File: config.mk
export PLATFORM = sky130hd
export DESIGN_NAME = max7219_receiver_flat
export DESIGN_NICKNAME = d
export VERILOG_FILES = /design/src/rtl/max7219_receiver_if.sv /design/src/rtl/max7219_receiver.sv /design/src/flat_wrapper.sv
export SDC_FILE = /design/constraint.sdc
export NUM_CORES = 1
export LEC_CHECK = 0
export BUFFER_PORTS_ARGS = -buffer_cell sky130_fd_sc_hd__buf_4
export CAP_MARGIN = 5
export CORE_MARGIN = 1.5
export CORE_UTILIZATION = 59
export CTS_CLUSTER_DIAMETER = 40
export DETAILED_ROUTE_END_ITERATION = 8
export PLACE_DENSITY = 0.79
export SETUP_SLACK_MARGIN = 0.02
export SYNTH_ARGS = -nofsm -noshare
export SYNTH_HDL_FRONTEND = slang
export SYNTH_SLANG_ARGS = --single-unit
File: constraint.sdc
create_clock -name clk -period 2.9 [get_ports clk]
set_input_delay 0.145 -clock clk [delete_from_list [all_inputs] [get_ports clk]]
set_output_delay 0.145 -clock clk [all_outputs]
set_load 0.05 [all_outputs]
File: src/rtl/max7219_receiver_if.sv
// Serial bus of a MAX7219-style shift-register display driver: data, chip
// select, serial clock in, daisy-chain data out.
interface max7219_receiver_if;
  logic din;
  logic cs;
  logic sclk;
  logic dout;

  modport master (output din, output cs, output sclk, input dout);
  modport slave  (input din, input cs, input sclk, output dout);
endinterface

File: src/rtl/max7219_receiver.sv
// MAX7219-compatible serial receiver: oversamples the SPI-like bus on clk,
// assembles 16-bit frames and latches them into the display register file.
module max7219_receiver (
  input  logic               clk,
  input  logic               rst_n,
  max7219_receiver_if.slave  sif,
  output logic               frame_valid,
  output logic               frame_err,
  output logic [3:0]         frame_addr,
  output logic [7:0]         frame_data,
  output logic [7:0]         decode_mode,
  output logic [3:0]         intensity,
  output logic [2:0]         scan_limit,
  output logic               shutdown_n,
  output logic               display_test,
  input  logic [2:0]         rd_digit,
  output logic [7:0]         rd_data
);
  typedef enum logic {IDLE, SHIFT} state_e;

  state_e          state_q, state_d;
  logic [1:0]      cs_sync_q, sclk_sync_q, din_sync_q;
  logic            cs_prev_q, sclk_prev_q;
  logic [15:0]     shift_reg_q, shift_reg_d;
  logic [4:0]      bit_cnt_q, bit_cnt_d;
  logic [7:0][7:0] digit_q, digit_d;
  logic [7:0]      decode_mode_q, decode_mode_d, frame_data_q, frame_data_d;
  logic [3:0]      intensity_q, intensity_d, frame_addr_q, frame_addr_d;
  logic [2:0]      scan_limit_q, scan_limit_d;
  logic            shutdown_n_q, shutdown_n_d, display_test_q, display_test_d;
  logic            frame_valid_q, frame_valid_d, frame_err_q, frame_err_d;
  logic            cs_s, sclk_s, din_s, cs_fall, cs_rise, sclk_rise;
  logic            shift_en, clr_cnt, eval_en;
  logic [3:0]      addr, dig_idx;

  // Synchronizers idle at the bus rest state so reset release creates no edge.
  always_ff @(posedge clk or negedge rst_n) begin
    if (!rst_n) begin
      cs_sync_q   <= 2'b11;
      sclk_sync_q <= 2'b00;
      din_sync_q  <= 2'b00;
      cs_prev_q   <= 1'b1;
      sclk_prev_q <= 1'b0;
    end else begin
      cs_sync_q   <= {cs_sync_q[0], sif.cs};
      sclk_sync_q <= {sclk_sync_q[0], sif.sclk};
      din_sync_q  <= {din_sync_q[0], sif.din};
      cs_prev_q   <= cs_sync_q[1];
      sclk_prev_q <= sclk_sync_q[1];
    end
  end

  assign cs_s      = cs_sync_q[1];
  assign sclk_s    = sclk_sync_q[1];
  assign din_s     = din_sync_q[1];
  assign cs_fall   = cs_prev_q & ~cs_s;
  assign cs_rise   = ~cs_prev_q & cs_s;
  assign sclk_rise = sclk_s & ~sclk_prev_q;

  always_ff @(posedge clk or negedge rst_n) begin
    if (!rst_n) state_q <= IDLE;
    else        state_q <= state_d;
  end

  always_comb begin
    state_d = state_q;
    case (state_q)
      IDLE:    if (cs_fall) state_d = SHIFT;
      SHIFT:   if (cs_rise) state_d = IDLE;
      default: state_d = IDLE;
    endcase
  end

  // A cs edge in the same clk as an sclk rise wins; that sclk edge is dropped.
  always_comb begin
    shift_en = (state_q == SHIFT) && sclk_rise && !cs_rise && !cs_fall;
    clr_cnt  = (state_q == IDLE) && cs_fall;
    eval_en  = (state_q == SHIFT) && cs_rise;
  end

  assign addr    = shift_reg_q[11:8];
  assign dig_idx = addr - 4'd1;

  always_comb begin
    shift_reg_d    = shift_reg_q;
    bit_cnt_d      = bit_cnt_q;
    digit_d        = digit_q;
    decode_mode_d  = decode_mode_q;
    intensity_d    = intensity_q;
    scan_limit_d   = scan_limit_q;
    shutdown_n_d   = shutdown_n_q;
    display_test_d = display_test_q;
    frame_addr_d   = frame_addr_q;
    frame_data_d   = frame_data_q;
    frame_valid_d  = 1'b0;
    frame_err_d    = 1'b0;
    if (clr_cnt) bit_cnt_d = 5'd0;
    if (shift_en) begin
      shift_reg_d = {shift_reg_q[14:0], din_s};
      bit_cnt_d   = (bit_cnt_q == 5'd16) ? 5'd16 : bit_cnt_q + 5'd1;
    end
    if (eval_en) begin
      if (bit_cnt_q == 5'd16) begin
        frame_valid_d = 1'b1;
        frame_addr_d  = addr;
        frame_data_d  = shift_reg_q[7:0];
        case (addr)
          4'h1, 4'h2, 4'h3, 4'h4,
          4'h5, 4'h6, 4'h7, 4'h8: digit_d[dig_idx[2:0]] = shift_reg_q[7:0];
          4'h9:    decode_mode_d  = shift_reg_q[7:0];
          4'hA:    intensity_d    = shift_reg_q[3:0];
          4'hB:    scan_limit_d   = shift_reg_q[2:0];
          4'hC:    shutdown_n_d   = shift_reg_q[0];
          4'hF:    display_test_d = shift_reg_q[0];
          default: ;
        endcase
      end else begin
        frame_err_d = 1'b1;
      end
    end
  end

  always_ff @(posedge clk or negedge rst_n) begin
    if (!rst_n) begin
      shift_reg_q    <= '0;
      bit_cnt_q      <= '0;
      digit_q        <= '0;
      decode_mode_q  <= '0;
      intensity_q    <= '0;
      scan_limit_q   <= '0;
      shutdown_n_q   <= 1'b0;
      display_test_q <= 1'b0;
      frame_addr_q   <= '0;
      frame_data_q   <= '0;
      frame_valid_q  <= 1'b0;
      frame_err_q    <= 1'b0;
    end else begin
      shift_reg_q    <= shift_reg_d;
      bit_cnt_q      <= bit_cnt_d;
      digit_q        <= digit_d;
      decode_mode_q  <= decode_mode_d;
      intensity_q    <= intensity_d;
      scan_limit_q   <= scan_limit_d;
      shutdown_n_q   <= shutdown_n_d;
      display_test_q <= display_test_d;
      frame_addr_q   <= frame_addr_d;
      frame_data_q   <= frame_data_d;
      frame_valid_q  <= frame_valid_d;
      frame_err_q    <= frame_err_d;
    end
  end

  assign sif.dout     = shift_reg_q[15];
  assign frame_valid  = frame_valid_q;
  assign frame_err    = frame_err_q;
  assign frame_addr   = frame_addr_q;
  assign frame_data   = frame_data_q;
  assign decode_mode  = decode_mode_q;
  assign intensity    = intensity_q;
  assign scan_limit   = scan_limit_q;
  assign shutdown_n   = shutdown_n_q;
  assign display_test = display_test_q;
  assign rd_data      = digit_q[rd_digit];
endmodule

File: src/flat_wrapper.sv
// flat-port wrapper written by rule: the top's interface ports become plain ports
module max7219_receiver_flat 
  (clk, rst_n, frame_valid, frame_err, frame_addr, frame_data, decode_mode, intensity, scan_limit, shutdown_n, display_test, rd_digit, rd_data, sif_din, sif_cs, sif_sclk, sif_dout);
  max7219_receiver_if sif_i ();
  input  logic clk;
  input  logic rst_n;
  output logic frame_valid;
  output logic frame_err;
  output logic [3:0] frame_addr;
  output logic [7:0] frame_data;
  output logic [7:0] decode_mode;
  output logic [3:0] intensity;
  output logic [2:0] scan_limit;
  output logic shutdown_n;
  output logic display_test;
  input  logic [2:0] rd_digit;
  output logic [7:0] rd_data;
  input wire logic [$bits(sif_i.din)-1:0] sif_din;
  input wire logic [$bits(sif_i.cs)-1:0] sif_cs;
  input wire logic [$bits(sif_i.sclk)-1:0] sif_sclk;
  output wire logic [$bits(sif_i.dout)-1:0] sif_dout;
  assign sif_i.din = sif_din;
  assign sif_i.cs = sif_cs;
  assign sif_i.sclk = sif_sclk;
  assign sif_dout = sif_i.dout;
  max7219_receiver u_core (.clk(clk), .rst_n(rst_n), .sif(sif_i), .frame_valid(frame_valid), .frame_err(frame_err), .frame_addr(frame_addr), .frame_data(frame_data), .decode_mode(decode_mode), .intensity(intensity), .scan_limit(scan_limit), .shutdown_n(shutdown_n), .display_test(display_test), .rd_digit(rd_digit), .rd_data(rd_data));
endmodule
==> metrics <==
R2R setup slack 320 ps; vias per inst roughly 5.9; Pwr per Cell Area about 650 mW/mm²; worst hold margin between 200 and 250 ps; Req. time, crit path 3300 ps; internal power ~3.3 mW; Worst R2R Path Depth 6; first-pass GRT wire length around 18 mm; reg2reg start u_core.shift_reg_q[8]; critical path type reg -> reg; Post-Synth Adder-Cell Area under 10%; placed cell count 486; Root Driver clkbuf_8; Initial DRT Pass Iterations 4; max_cap viols 0; DIE AREA approximately 0.01 mm²; CP endpoint kind flip-flop; fin. max-slew vios 0; number of H-tree levels 4; Inserted Diodes 0; worst clock skew between 10 and 15 ps; GRT Total Usage between 20% and 30%; port bufs between 40 and 50; Reg clk slew, reported paths roughly 60 ps; Yosys top cell area share between 50% and 60%; number of global-route vias before repair 3266; CTS Buffer Depth 2; Synth Area in Compound Gates 1.63%; Die Span Y 99.1 µm; worst vdd ir between 0.4 and 0.5 mV; DP Wirelength between 6 and 7 mm; total power ~4.2 mW; Layout area overhead 19.9%; number of remaining DRC errors 0; Via Count approximately 3100; number of antenna violations at the first check in global routing 0; clock sinks 125; final cell count without fillers 522; pin count of the biggest net entering global routing around 60; Leak 3.22 nW; DRT antenna net count 0; critical path fanouts, max 8; mux cell area share after synthesis between 30% and 40%; Max transition margin a little under 50%; XOR/XNOR share of the synthesized area 0.643%; Clk Latency, worst-skew pair about 520 ps; GRT overflow 0; sequential share of power 45.9%; arrival time at the worst endpoint between 2000 and 3000 ps; share of cells above drive strength 1 between 50% and 60%; Critical R2R Capture u_core.digit_q[3]; simple-gate share of the synthesized area 5.08%; RePlAce Congestion 0.811; die width 99.1 µm; #FFs+latches synth 125; Mapped Cells ~350; clock network fraction of total power about half; post-route minimum period approximately 2600 ps; Starting Density between 60% and 70%; Area contributors post-synth dfrtp_1 56%, mux2_2 22%, mux4_2 6.6%; Nets approximately 420; cell area after synthesis between 0.005 and 0.006 mm²; Net Sw Frac 22.7%; Yosys warnings 0; Syn Area/Cell 15.7 µm²; cell row count 34; Routed wire per std cell ~20 µm; CP Launch Type flip-flop; RSZ-0062 raised after global routing false; sequential fraction of the synthesis area 57.5%; Post-CTS Resized 0; largest family of logic cells by synthesized area multiplexers; Post-Route WL roughly 11 mm; Setup Viol. Count Final 0; status finished clean; Hold Violations, Final 0; initial drt markers approximately 130; Synth area leader dfrtp_1; Setup TNS 0 ps; worst hold path class in -> async; Fmax achieved roughly 390 MHz; CTS Buf Count 17; period utilization between 80% and 90%; Synth cell types 37; Worst-Margin Slew ~760 ps; Syn Nets ~360; area of the core 0.00885 mm²; final cell utilization of the core approximately three quarters; sw power ~0.96 mW; CTS tree yes; Combinational Power Share under 10%; # IOs 48
layout make-up:
cell class | count | area, µm²
clock buffer | 26 | 488
clock inverter | 6 | 111
fill | 558 | 2320
inverter | 8 | 30.0
multi-input combinational | 190 | 2170
sequential | 125 | 3130
tap | 108 | 135
timing repair buffer | 59 | 465
worst max-delay path, cell delays in order, from the launching register on:
cell and delay (ps):
dfrtp_1 470, inv_1 130, ha_1 280, xor2_1 190
a2111oi_4 470, and4_1 580, mux2_4 350
timing repair:
item / 4_1_cts / 5_1_grt
hold buffers: 4 / 0
endpoints found under the hold margin: 61 / 0
setup buffers: 0 / 0
flip-flops by register name, indices dropped and copies added, names as in the netlist, 3 cells and up:
register	count
u_core.digit_q	64
u_core.intensity	4
u_core.shift_reg_q	16
u_core.frame_addr	4
u_core.frame_data	8
u_core.decode_mode	8
u_core.scan_limit	3
u_core.bit_cnt_q	5
synthesized netlist by cell type:
cell and instances:
mux2_2 106, nand3b_2 1, nor3b_1 2, mux4_2 16, a22o_1 2, nor4_4 1
dfrtp_1 122, nor2_1 4, maj3_1 1, and4b_1 1, xnor2_1 2, nand3_1 3
mux2_4 8, dfstp_2 3, o21ai_0 5, a41oi_1 1, a21oi_1 2, nand2_1 10
a2111oi_4 1, nor3_1 1, buf_1 1, nor4b_2 1, nand3_2 1, and4_1 2
xor2_1 2, nor4b_4 1, buf_6 2, buf_2 9, mux2i_1 1, nand4_1 2
nand2_2 2, clkbuf_1 12, and4bb_2 2, nand4bb_1 2, nand3b_1 1, ha_1 6
inv_1 8
how the worst max path moves through the flow:
stage | from | endpoint | slack [ps]
after CTS | u_core.shift_reg_q[8] | u_core.digit_q[3] | 310
after detailed placement | u_core.shift_reg_q[8] | u_core.digit_q[4] | 340
final | u_core.shift_reg_q[8] | u_core.digit_q[3] | 320
after global placement | u_core.shift_reg_q[8] | u_core.digit_q[5] | 410
after global routing | u_core.shift_reg_q[8] | u_core.digit_q[3] | 190
after floorplan | u_core.shift_reg_q[8] | u_core.digit_q[0] | 710
per-layer routing:
metal / part of all wire [%] / vias up / routed length, µm / track usage (%)
li1: - / 1365 / - / -
met1: 45 / 1639 / 4830 / 33.6
met2: 49 / 77 / 5270 / 37.4
met3: 4.9 / 9 / 523 / 6.61
met4: 1.0 / 0 / 108 / 7.91
met5: 0 / - / 0 / 0
placed cells by master, fill, tap and decap left out, types with 2 or more instances in the layout:
cell type / n
a21oi_1: 2
a22o_1: 2
and4_1: 2
and4bb_2: 2
buf_4: 54
bufinv_16: 3
clkbuf_1: 5
clkbuf_16: 16
clkbuf_8: 5
dfrtp_1: 122
dfstp_2: 3
dlygate4sd3_1: 4
ha_1: 6
inv_1: 8
mux2_2: 106
mux2_4: 8
mux4_2: 16
nand2_1: 10
nand2_2: 2
nand3_1: 3
nand4_1: 2
nand4bb_1: 2
nor2_1: 4
nor3b_1: 2
o21ai_0: 5
xnor2_1: 2
xor2_1: 2
per-stage QoR:
stage / worst slack (ps) / instance area (µm²)
6_report: 324 / 6530
5_1_grt: 192 / 6530
4_1_cts: 312 / 6530
3_5_place_dp: 337 / 5890
3_3_place_gp: 408 / 5890
2_1_floorplan: 710 / 5450
kinds of logic after synthesis:
family | count (synthesis)
muxes | 131
adders and majority gates | 7
buffers and inverters | 32
DFF | 125
and+or+nand+nor | 37
AOI/OAI and AO/OA | 11
xor gates and xnor gates | 4
power by group through the flow:
stage,registers [mW],logic (mW),clock network (mW)
2_1_floorplan,1.85,0.140,0
3_3_place_gp,1.97,0.141,0
3_5_place_dp,1.97,0.146,0
4_1_cts,1.94,0.153,2.16
5_1_grt,1.95,0.167,2.24
6_report,1.94,0.149,2.13
No activity file was read; power rests on OpenSTA's default activity.
